===== src/rtl/beep_decoder_if.sv =====
// Tone-input / note-output bundle for beep_decoder.
// slave is the decoder side; master is whoever drives the tone and watches the note.
interface beep_decoder_if;
  logic        beep_in;
  logic [2:0]  note_code;
  logic        note_valid;
  logic        note_strobe;
  logic [17:0] period_out;

  modport master (output beep_in, input note_code, note_valid, note_strobe, period_out);
  modport slave  (input beep_in, output note_code, note_valid, note_strobe, period_out);
endinterface


===== src/rtl/beep_decoder.sv =====
// beep_decoder: measures the rising-edge period of beep_in and locks onto one of DO..XI.
// Optional macro BEEP_DEC_DUTY_EN also requires the low time to sit near half the note period.
module beep_decoder #(
  parameter logic [17:0] DO         = 18'd190839,
  parameter logic [17:0] RE         = 18'd170067,
  parameter logic [17:0] MI         = 18'd151514,
  parameter logic [17:0] FA         = 18'd143265,
  parameter logic [17:0] SO         = 18'd127550,
  parameter logic [17:0] LA         = 18'd113635,
  parameter logic [17:0] XI         = 18'd101213,
  parameter logic [17:0] TOL        = 18'd2000,
  parameter logic [2:0]  STABLE_CNT = 3'd3,
  parameter logic [19:0] TIMEOUT    = 20'd999_999
) (
  input logic           sys_clk,
  input logic           sys_rst,
  beep_decoder_if.slave bus
);
  localparam logic [2:0] NONE = 3'd7;
  localparam logic [6:0][17:0] NOTES = {XI, LA, SO, FA, MI, RE, DO};

  typedef enum logic [1:0] {IDLE, ARM, TRACK, LOCK} state_e;

  logic        s1_q, s2_q, dly_q, edge_q, rise;
  logic [17:0] pcnt_q, pcnt_d, period_q;
  logic [19:0] tcnt_q, tcnt_d;
  logic        tmo;
  logic [2:0]  cls, mnext;
  state_e      state_q;
  logic [2:0]  cand_q, mcnt_q, code_q;
  logic        valid_q, strobe_q;

  assign rise   = s2_q & ~dly_q;
  assign pcnt_d = rise ? '0 : (&pcnt_q) ? pcnt_q : pcnt_q + 18'd1;
  assign tcnt_d = rise ? '0 : (tcnt_q >= TIMEOUT) ? TIMEOUT : tcnt_q + 20'd1;
  // An edge landing on the threshold cycle cancels the timeout.
  assign tmo    = (tcnt_q == TIMEOUT) && !rise;

  function automatic logic near(input logic [17:0] v, input logic [17:0] tgt);
    logic signed [18:0] diff;
    diff = $signed({1'b0, v}) - $signed({1'b0, tgt});
    if (diff[18]) diff = -diff;
    return diff <= $signed({1'b0, TOL});
  endfunction

  always_ff @(posedge sys_clk) begin
    if (sys_rst) begin
      s1_q     <= 1'b0;
      s2_q     <= 1'b0;
      dly_q    <= 1'b0;
      edge_q   <= 1'b0;
      pcnt_q   <= '0;
      tcnt_q   <= '0;
      period_q <= '0;
    end else begin
      s1_q   <= bus.beep_in;
      s2_q   <= s1_q;
      dly_q  <= s2_q;
      edge_q <= rise;
      pcnt_q <= pcnt_d;
      tcnt_q <= tcnt_d;
      if (rise) period_q <= pcnt_q;
    end
  end

`ifdef BEEP_DEC_DUTY_EN
  logic        fall;
  logic [17:0] lcnt_q, lcnt_d, low_q;

  assign fall   = ~s2_q & dly_q;
  assign lcnt_d = fall ? '0 : (!s2_q && !(&lcnt_q)) ? lcnt_q + 18'd1 : lcnt_q;

  always_ff @(posedge sys_clk) begin
    if (sys_rst) begin
      lcnt_q <= '0;
      low_q  <= '0;
    end else begin
      lcnt_q <= lcnt_d;
      if (rise) low_q <= lcnt_q;
    end
  end

  // Scan high-to-low so the earliest note in DO..XI order wins.
  always_comb begin
    cls = NONE;
    for (int k = 6; k >= 0; k--)
      if (near(period_q, NOTES[k]) && near(low_q, (NOTES[k] >> 1) + 18'd1)) cls = 3'(k);
  end
`else
  always_comb begin
    cls = NONE;
    for (int k = 6; k >= 0; k--)
      if (near(period_q, NOTES[k])) cls = 3'(k);
  end
`endif

  assign mnext = (cls == cand_q && cls != NONE) ? mcnt_q + 3'd1 : {2'b00, cls != NONE};

  always_ff @(posedge sys_clk) begin
    if (sys_rst) begin
      state_q  <= IDLE;
      cand_q   <= NONE;
      mcnt_q   <= '0;
      code_q   <= NONE;
      valid_q  <= 1'b0;
      strobe_q <= 1'b0;
    end else begin
      strobe_q <= 1'b0;
      if (tmo && state_q != IDLE) begin
        state_q <= IDLE;
        cand_q  <= NONE;
        mcnt_q  <= '0;
        code_q  <= NONE;
        valid_q <= 1'b0;
      end else if (edge_q) begin
        case (state_q)
          IDLE: state_q <= ARM;
          ARM, TRACK: begin
            cand_q <= cls;
            mcnt_q <= mnext;
            if (mnext >= STABLE_CNT) begin
              state_q  <= LOCK;
              code_q   <= cls;
              valid_q  <= 1'b1;
              strobe_q <= !valid_q || (code_q != cls);
            end else begin
              state_q <= TRACK;
            end
          end
          LOCK: begin
            // Leave the old note visible while re-tracking across a glitch.
            if (cls != code_q) begin
              state_q <= TRACK;
              cand_q  <= cls;
              mcnt_q  <= {2'b00, cls != NONE};
            end
          end
          default: state_q <= IDLE;
        endcase
      end
    end
  end

  assign bus.note_code   = code_q;
  assign bus.note_valid  = valid_q;
  assign bus.note_strobe = strobe_q;
  assign bus.period_out  = period_q;
endmodule


===== src/flat_wrapper.sv =====
// flat-port wrapper written by rule: the top's interface ports become plain ports
module beep_decoder_flat 
#(
  parameter logic [17:0] DO         = 18'd190839,
  parameter logic [17:0] RE         = 18'd170067,
  parameter logic [17:0] MI         = 18'd151514,
  parameter logic [17:0] FA         = 18'd143265,
  parameter logic [17:0] SO         = 18'd127550,
  parameter logic [17:0] LA         = 18'd113635,
  parameter logic [17:0] XI         = 18'd101213,
  parameter logic [17:0] TOL        = 18'd2000,
  parameter logic [2:0]  STABLE_CNT = 3'd3,
  parameter logic [19:0] TIMEOUT    = 20'd999_999
)
  (sys_clk, sys_rst, bus_beep_in, bus_note_code, bus_note_valid, bus_note_strobe, bus_period_out);
  beep_decoder_if bus_i ();
  input logic sys_clk;
  input logic sys_rst;
  input wire logic [$bits(bus_i.beep_in)-1:0] bus_beep_in;
  output wire logic [$bits(bus_i.note_code)-1:0] bus_note_code;
  output wire logic [$bits(bus_i.note_valid)-1:0] bus_note_valid;
  output wire logic [$bits(bus_i.note_strobe)-1:0] bus_note_strobe;
  output wire logic [$bits(bus_i.period_out)-1:0] bus_period_out;
  assign bus_i.beep_in = bus_beep_in;
  assign bus_note_code = bus_i.note_code;
  assign bus_note_valid = bus_i.note_valid;
  assign bus_note_strobe = bus_i.note_strobe;
  assign bus_period_out = bus_i.period_out;
  beep_decoder #(.DO(DO), .RE(RE), .MI(MI), .FA(FA), .SO(SO), .LA(LA), .XI(XI), .TOL(TOL), .STABLE_CNT(STABLE_CNT), .TIMEOUT(TIMEOUT)) u_core (.sys_clk(sys_clk), .sys_rst(sys_rst), .bus(bus_i));
endmodule

===== config.mk =====
export PLATFORM = sky130hd
export DESIGN_NAME = beep_decoder_flat
export DESIGN_NICKNAME = d
export VERILOG_FILES = /design/src/rtl/beep_decoder_if.sv /design/src/rtl/beep_decoder.sv /design/src/flat_wrapper.sv
export SDC_FILE = /design/constraint.sdc
export NUM_CORES = 1
export LEC_CHECK = 0
export CELL_PAD_IN_SITES_DETAIL_PLACEMENT = 0
export CELL_PAD_IN_SITES_GLOBAL_PLACEMENT = 2
export CORE_ASPECT_RATIO = 1.2
export CORE_MARGIN = 2
export CORE_UTILIZATION = 41
export CTS_BUF_LIST = sky130_fd_sc_hd__clkbuf_8 sky130_fd_sc_hd__clkbuf_16
export CTS_CLUSTER_SIZE = 12
export DETAILED_ROUTE_END_ITERATION = 10
export GPL_TIMING_DRIVEN = 0
export PLACE_DENSITY = 0.94
export SLEW_MARGIN = 30
export SYNTH_ARGS = -nofsm -noshare
export SYNTH_HDL_FRONTEND = slang
export SYNTH_SLANG_ARGS = --single-unit
export TNS_END_PERCENT = 30

===== constraint.sdc =====
create_clock -name sys_clk -period 16 [get_ports sys_clk]
set_clock_uncertainty 0.05 [all_clocks]
set_input_delay 1.6 -clock sys_clk [delete_from_list [all_inputs] [get_ports sys_clk]]
set_output_delay 1.6 -clock sys_clk [all_outputs]
set_load 0.05 [all_outputs]

# ---- Yosys cells after proc, flatten, opt, wreduce, memory -nomap -nowiden
# Index checks and enable logic that the tools add are counted.
dict set report classes {
  bitwise 5
  order_cmp 9
  eq_ne 9
  mux 23
  addsub 17
  reduce_logical 18
}
# op n
set ops {}
lappend ops {{19-bit by 12-bit less-or-equal comparator with 1-bit output, second input constant} 7}
lappend ops {{19-bit 2-to-1 mux} 7}
lappend ops {{19-bit negation} 7}
lappend ops {{18-bit by 18-bit subtractor with 19-bit output, second input constant} 4}
lappend ops {{18-bit by 17-bit subtractor with 19-bit output, second input constant} 3}
lappend ops {{3-bit 2-to-1 mux} 7}
lappend ops {{20-bit by 1-bit adder with 20-bit output, second input constant} 1}
lappend ops {{20-bit == test, second input constant} 1}
lappend ops {{20-bit greater-or-equal comparator, second input constant} 1}
lappend ops {{20-bit 2-to-1 mux} 1}
lappend ops {{18-bit by 1-bit adder with 18-bit output, second input constant} 1}
lappend ops {{18-bit AND reduction} 1}
lappend ops {{3-bit case mux with 2 select lines} 2}
lappend ops {{2-bit 2-to-1 mux} 3}
lappend ops {{3-bit inequality test} 2}
lappend ops {{2-bit case mux with 3 select lines} 1}
lappend ops {{3-bit AND reduction} 2}
lappend ops {{2-bit OR reduction} 3}
lappend ops {{5-bit OR reduction} 1}
lappend ops {{2-bit == test, second input constant} 2}
lappend ops {{1-bit NOT} 4}
lappend ops {{2-bit nonzero test} 2}
lappend ops {{3-bit by 1-bit adder with 3-bit output, second input constant} 1}
lappend ops {{3-bit == test} 1}
lappend ops {{other kinds (12)} 16}
dict set report word_totals {
  input_bits 3
  out_inout_bits 23
  register_bits 73
  elab_cells 95
}

# ---- Logic depth before layout (Yosys ltp)
dict set report depth {
  depth_word 17
  ltp_mapped 21
  depth_no_buf 15
}

# ---- Least setup slack after synthesis
# No wires, ideal clock.
dict set report synth_path {
  path_kind {reg2reg}
  startpoint {reg u_core.period_q[2] (netlist: u_core.bus.period_out[2])}
  endpoint {reg u_core.mcnt_q[2]}
  t_arrival_ns 5.462
  path_buffers 5
  stages_incl_launch_ff 21
  setup_ns 0.059
  required_time_ns 15.891
  period_less_slack_ns 5.571
  setup_slack_ns 10.429
  path_cell_list {dfxtp_1 > buf_4 > buf_6 > buf_2 > buf_2 > inv_1 > ha_1 > buf_2 > a2111oi_4 > and4_1 > a211oi_1 > or4b_4 > o31ai_2 > xnor2_1 > nand3b_1 > nor4b_1 > nor4_2 > xor2_1 > or4_1 > a211oi_1 > a31o_1}
}
dict set report synth_between {
  elab_chain_cells 15
  elab_cells_between_ends 43
  cone_classes {add/sub: 14; order compare: 7; eq/ne: 4; mux: 16; reduce/logical: 2}
}
# element line
set synth_rtl {}
lappend synth_rtl {{start: declaration} beep_decoder.sv:25} ;# logic [17:0] pcnt_q, pcnt_d, period_q;
lappend synth_rtl {{start signal: assignment} beep_decoder.sv:62} ;# if (rise) period_q <= pcnt_q;
lappend synth_rtl {{18-bit by 17-bit subtractor with 19-bit output} beep_decoder.sv:41} ;# diff = $signed({1'b0, v}) - $signed({1'b0, tgt});
lappend synth_rtl {{19-bit negation} beep_decoder.sv:42} ;# if (diff[18]) diff = -diff;
lappend synth_rtl {{19-bit 2-to-1 mux} beep_decoder.sv:42}
lappend synth_rtl {{19-bit by 12-bit less-or-equal comparator with 1-bit output} beep_decoder.sv:43} ;# return diff <= $signed({1'b0, TOL});
lappend synth_rtl {{1-bit 2-to-1 mux} beep_decoder.sv:93} ;# if (near(period_q, NOTES[k])) cls = 3'(k);
lappend synth_rtl {{2-bit 2-to-1 mux (2 in series)} beep_decoder.sv:93}
lappend synth_rtl {{3-bit 2-to-1 mux (3 in series)} beep_decoder.sv:93}
lappend synth_rtl {{3-bit 2-to-1 mux (*)} beep_decoder.sv:93}
lappend synth_rtl {{3-bit == test / 3-bit inequality test (equally long branches)} beep_decoder.sv:97} ;# assign mnext = (cls == cand_q && cls != NONE) ? mcnt_q + 3'd1 : {2'b00, cls != NONE};
lappend synth_rtl {{1-bit logical AND} beep_decoder.sv:97}
lappend synth_rtl {{3-bit 2-to-1 mux} beep_decoder.sv:97}
lappend synth_rtl {{3-bit case mux with 2 select lines} beep_decoder.sv:116} ;# case (state_q)
lappend synth_rtl {{end signal: assignment} beep_decoder.sv:120} ;# mcnt_q <= mnext;
lappend synth_rtl {{end signal: assignment} beep_decoder.sv:135} ;# mcnt_q <= {2'b00, cls != NONE};
lappend synth_rtl {{end: declaration} beep_decoder.sv:30} ;# logic [2:0] cand_q, mcnt_q, code_q;
# Every way passes the cells marked *; elsewhere a longest branch is shown, timed or not.
# A chain may end at the register's enable or synchronous reset.

# ---- Worst setup path in the final report
dict set report layout_path {
  startpoint {reg u_core.period_q[0] (netlist: u_core.bus.period_out[0])}
  endpoint {reg u_core.code_q[1] (netlist: u_core.bus.note_code[1])}
}
dict set report layout_between {
  elab_chain_cells 16
  elab_cells_between_ends 41
  cone_classes {add/sub: 14; order compare: 8; eq/ne: 2; mux: 15; reduce/logical: 2}
}
# element line
set layout_rtl {}
lappend layout_rtl {{18-bit by 17-bit subtractor with 19-bit output} beep_decoder.sv:41}
lappend layout_rtl {{19-bit negation} beep_decoder.sv:42}
lappend layout_rtl {{19-bit 2-to-1 mux} beep_decoder.sv:42}
lappend layout_rtl {{19-bit by 12-bit less-or-equal comparator with 1-bit output} beep_decoder.sv:43}
lappend layout_rtl {{1-bit 2-to-1 mux} beep_decoder.sv:93}
lappend layout_rtl {{2-bit 2-to-1 mux (2 in series)} beep_decoder.sv:93}
lappend layout_rtl {{3-bit 2-to-1 mux (3 in series)} beep_decoder.sv:93}
lappend layout_rtl {{3-bit 2-to-1 mux (*)} beep_decoder.sv:93}
lappend layout_rtl {{3-bit == test / 3-bit inequality test (equally long branches)} beep_decoder.sv:97}
lappend layout_rtl {{1-bit logical AND} beep_decoder.sv:97}
lappend layout_rtl {{3-bit 2-to-1 mux} beep_decoder.sv:97}
lappend layout_rtl {{3-bit by 2-bit greater-or-equal comparator with 1-bit output} beep_decoder.sv:121} ;# if (mnext >= STABLE_CNT) begin
lappend layout_rtl {{3-bit AND reduction (no line)} -}
lappend layout_rtl {{end signal: assignment} beep_decoder.sv:123} ;# code_q <= cls;
lappend layout_rtl {{end: declaration} beep_decoder.sv:30}
# Marked as above.

==> summary.txt <==
Layout
  – # nets final: 1487
  – Filler cells: 2652
  – Layout cells sized above 1: 0.0794
  – # diodes: 0
  – Area grow syn2layout: 9.28%

Power and ir drop
  – Combinational share of power: 0.057
  – Pleak: 3.69 nW
  – Peak VDD IR: 103 uV
  – Clock share of power: 0.466
  – Sequential power share: 0.477
  – Switching Fraction: 0.240
  – PD cells: 34.8 nW/um^2
  – Power Internal: 0.295 mW
  – Switching pwr: 0.0933 mW

Logic synthesis
  – Largest family of logic cells by synthesized area: simple AND/OR/NAND/NOR gates
  – Post-synthesis adder-cell area fraction: 0.0196
  – Fraction of the mapped netlist area in simple logic gates: 0.324
  – Syn_area_per_cell: 7.14 sq um
  – Post-synthesis compound-gate area fraction: 0.300
  – Post-synth EDFFs: 0
  – Post-Syn Area: 10200 sq um
  – Sequential area share after synthesis: 0.143
  – Mapped Cells: 1431
  – Synth Net Count: 1450
  – Yosys warns: 0
  – Ys flop type: dfxtp_1
  – Async SR Flop Fraction: 0
  – Yosys cell types: 104
  – Multiplexer share of the synthesized area: 0.0290
  – Synth Register Bits: 73
  – Xor-xnor portion of the synthesized cell area: 0.125

STA
  – Endpoints failing hold: 0
  – Fmax: 148 MHz
  – Slew Limit Fails: 0
  – Sum of negative setup slack: 0 ps
  – Slew HR: 0.253
  – Tmin final: 6750 ps
  – # setup viols final: 0
  – RSZ-0062 raised after global routing: false
  – Least-Margin Pin Slew: 1110 ps
  – Ratio of final minimum period to clock period: 0.422
  – Setup ws final: 9250 ps

Min path
  – Hold path startpoint: u_core.s1_q
  – Type of the most critical hold path: register to register

Floorplan
  – Chip height: 177 um
  – Core area: 24600 sq um
  – Row cnt: 63
  – I/O Pins: 26
  – Die extent in x: 148 um
  – Initial core utilization: 0.415
  – Die area: 26200 sq um

Setup path
  – Worst EP arrival: 6960 ps
  – Crit-path max FO: 11
  – CP Launch Point: u_core.bus.period_out[0]
  – Slowest stage delay, CP: 950 ps
  – Critical path class: register to register
  – Crit. End Element: register
  – Setup crit start kind: register
  – Worst-path cell chain: buf_2 -> clkbuf_1 -> inv_1 -> ha_1 -> xnor2_1 -> mux2i_1 -> o311ai_0 -> a21boi_0 -> o2111ai_1 -> a221oi_1 -> o311a_1 -> nor4_1 -> nor4_2 -> mux2_2 -> a2bb2oi_2 -> nor4_4 -> mux2i_1
  – CP most frequent cell: mux2i_1
  – Buf+Inv Stages, Crit Path: 3
  – Critical-path top delay cell: nor4_1
  – Critical path's top delay family: simple AND/OR/NAND/NOR gates
  – Worst Path Required: 16210 ps
  – FF-to-FF Start: u_core.bus.period_out[0]

Global routing
  – First-pass GRT wire length: 64100 um
  – Grt total ovfl: 0
  – Initial antenna violation count: 0
  – Vias in the first global route: 11300
  – Largest net degree at the start of global routing: 14
  – Tot GR Track Use: 0.313

Job
  – MaxCap Viol Count: 0

Clocking
  – CTS resizes: 0
  – TritonCTS clock tree: done
  – Clock sinks: 73
  – Post-CTS setup buffers: 0
  – Clk_lat worst skew: 340 ps
  – Reg clk slew, reported paths: 60 ps
  – CTS buffer count: 9
  – Root Buffer: clkbuf_16
  – Clock Tree Buf Depth: 2
  – Total number of H-tree levels: 3
  – Post-CTS Hold Fix Bufs: 0

Routing
  – DR WL/cell: 23.2 um
  – Antenna Nets Post-Route: 0
  – DRC: 0
  – Initial DRC count: 1115
  – WL final: 41700 um
  – First drt pass iteration count: 5
  – Via count: 11700
  – Vias/cell: 6.51

Place
  – Hpwl dp: 32500 um
  – Routability-driven placement congestion ratio: 0.989
  – Port Buffers: 25
  – Dpl ws: 9370 ps

Status
  – Status: finished clean
[power groups by stage]
| stage | registers (mW) | clock network [mW] | logic (mW) |
|---|---|---|---|
| after global placement | 0.189 | 0 | 0.0217 |
| final | 0.185 | 0.181 | 0.0221 |
| after CTS | 0.185 | 0.186 | 0.0220 |
| after detailed placement | 0.189 | 0 | 0.0219 |
| after global routing | 0.185 | 0.192 | 0.0242 |
| after floorplan | 0.189 | 0 | 0.0148 |
[cell type report]
cell class                 count  area, sq um  share of cell area
sequential                    73         1460               0.131
inverter                      30          113              0.0101
clock buffer                   9          225              0.0202
multi-input combinational   1225         8170               0.732
buffer                       103          484              0.0434
timing repair buffer          26          255              0.0229
clock inverter                 7         47.5             0.00426
tap                          325          407              0.0364
[path summary, 6_finish.rpt]
check,to,slack [ps],depth (start not counted)
setup / recovery,u_core.bus.note_code[1],9250,17
hold / removal,u_core.s2_q,390,1
setup reg to reg,u_core.bus.note_code[1],9250,17
hold reg to reg,u_core.s2_q,390,1
[worst register-to-register path: stages (launching register included)]
cell       delay, ps
dfxtp_1          670
buf_2            370
clkbuf_1         360
inv_1            320
ha_1             390
xnor2_1          660
mux2i_1          160
o311ai_0         630
a21boi_0         200
o2111ai_1        240
a221oi_1         130
o311a_1          140
nor4_1           950
nor4_2           190
mux2_2           340
a2bb2oi_2        210
nor4_4           450
mux2i_1          230
[registers in the layout, indices dropped and copies added (netlist names)]
name / cells
u_core.tcnt_q: 20
u_core.bus.period_out: 18
u_core.pcnt_q: 18
u_core.bus.note_code: 3
u_core.cand_q: 3
u_core.mcnt_q: 3
u_core.state_q: 2
u_core.bus.note_strobe: 1
u_core.bus.note_valid: 1
u_core.dly_q: 1
u_core.edge_q: 1
u_core.s1_q: 1
u_core.s2_q: 1
[layout by cell type, fill, tap and decap left out, types with 20 or more instances in the layout]
cell and n:
nor2_1 146, nand2_1 129, xnor2_1 99, o21ai_0 87, dfxtp_1 73, a21oi_1 71, clkbuf_1 61, nor3_1 44
nand3_1 43, xor2_1 39, inv_1 27, nand4_1 27, nor2b_1 25, clkdlybuf4s50_1 25, nand2b_1 24, mux2i_1 24
and3_1 21, o211ai_1 21, buf_2 20, nor4_1 20, and2_1 20, or3_1 20
[stage by stage]
step | power (mW) | instance area [sq um] | instances | util | hold WS (ps)
after detailed placement | 0.211 | 10900 | 1781 | 0.443 | 380
final | 0.389 | 11200 | 1798 | 0.454 | 391
after CTS | 0.394 | 11200 | 1797 | 0.454 | 402
after global placement | 0.211 | 10900 | 1781 | 0.442 | 370
after global routing | 0.401 | 11200 | 1798 | 0.454 | 404
after floorplan | 0.204 | 10200 | 1431 | - | 364
[kinds of logic (layout without fill, tap and decap cells)]
kind of cell / after synthesis / in the layout
adders and majority gates: 16 / 16
buffers and inverters: 133 / 175
and+or+nand+nor: 614 / 614
muxes: 29 / 29
AOI/OAI and AO/OA: 424 / 424
xor gates and xnor gates: 142 / 142
DFF: 73 / 73
[per-layer routing]
layer	vias to the layer above	routed length [um]	GRT usage
met5	-	0	0
met4	0	2890	0.206
met3	156	2340	0.0320
met2	537	19700	0.532
met1	5596	16900	0.373
li1	5419	-	-
[synthesized netlist by cell type (all sizes together) (8+ instances only)]
| cell type | n | share of area |
|---|---|---|
| nor2 | 146 | 0.054 |
| nand2 | 129 | 0.047 |
| xnor2 | 102 | 0.090 |
| o21ai | 93 | 0.046 |
| a21oi | 76 | 0.039 |
| dfxtp | 73 | 0.14 |
| clkbuf | 61 | 0.022 |
| nor3 | 45 | 0.023 |
| nand3 | 44 | 0.022 |
| buf | 42 | 0.025 |
| xor2 | 39 | 0.033 |
| inv | 28 | 0.010 |
| nor4 | 28 | 0.025 |
| nand4 | 27 | 0.017 |
| nor2b | 25 | 0.015 |
| mux2i | 24 | 0.024 |
| nand2b | 24 | 0.015 |
| and2 | 23 | 0.014 |
| a211oi | 21 | 0.016 |
| and3 | 21 | 0.013 |
| o211ai | 21 | 0.015 |
| or3 | 20 | 0.012 |
| a31oi | 19 | 0.012 |
| o31ai | 19 | 0.015 |
| ha | 16 | 0.020 |
| nor4b | 14 | 0.013 |
| or2 | 14 | 0.0086 |
| or4 | 12 | 0.0096 |
| a21o | 11 | 0.0081 |
| o211a | 11 | 0.011 |
| o21a | 11 | 0.0081 |
| a21boi | 10 | 0.0073 |
| o2111ai | 10 | 0.0092 |
| nand3b | 9 | 0.0066 |
| o221ai | 9 | 0.0083 |
| o31a | 9 | 0.0077 |
| a2111oi | 8 | 0.011 |
| and4 | 8 | 0.0069 |
| o22ai | 8 | 0.0049 |
Power figures use the tool's default switching activity.
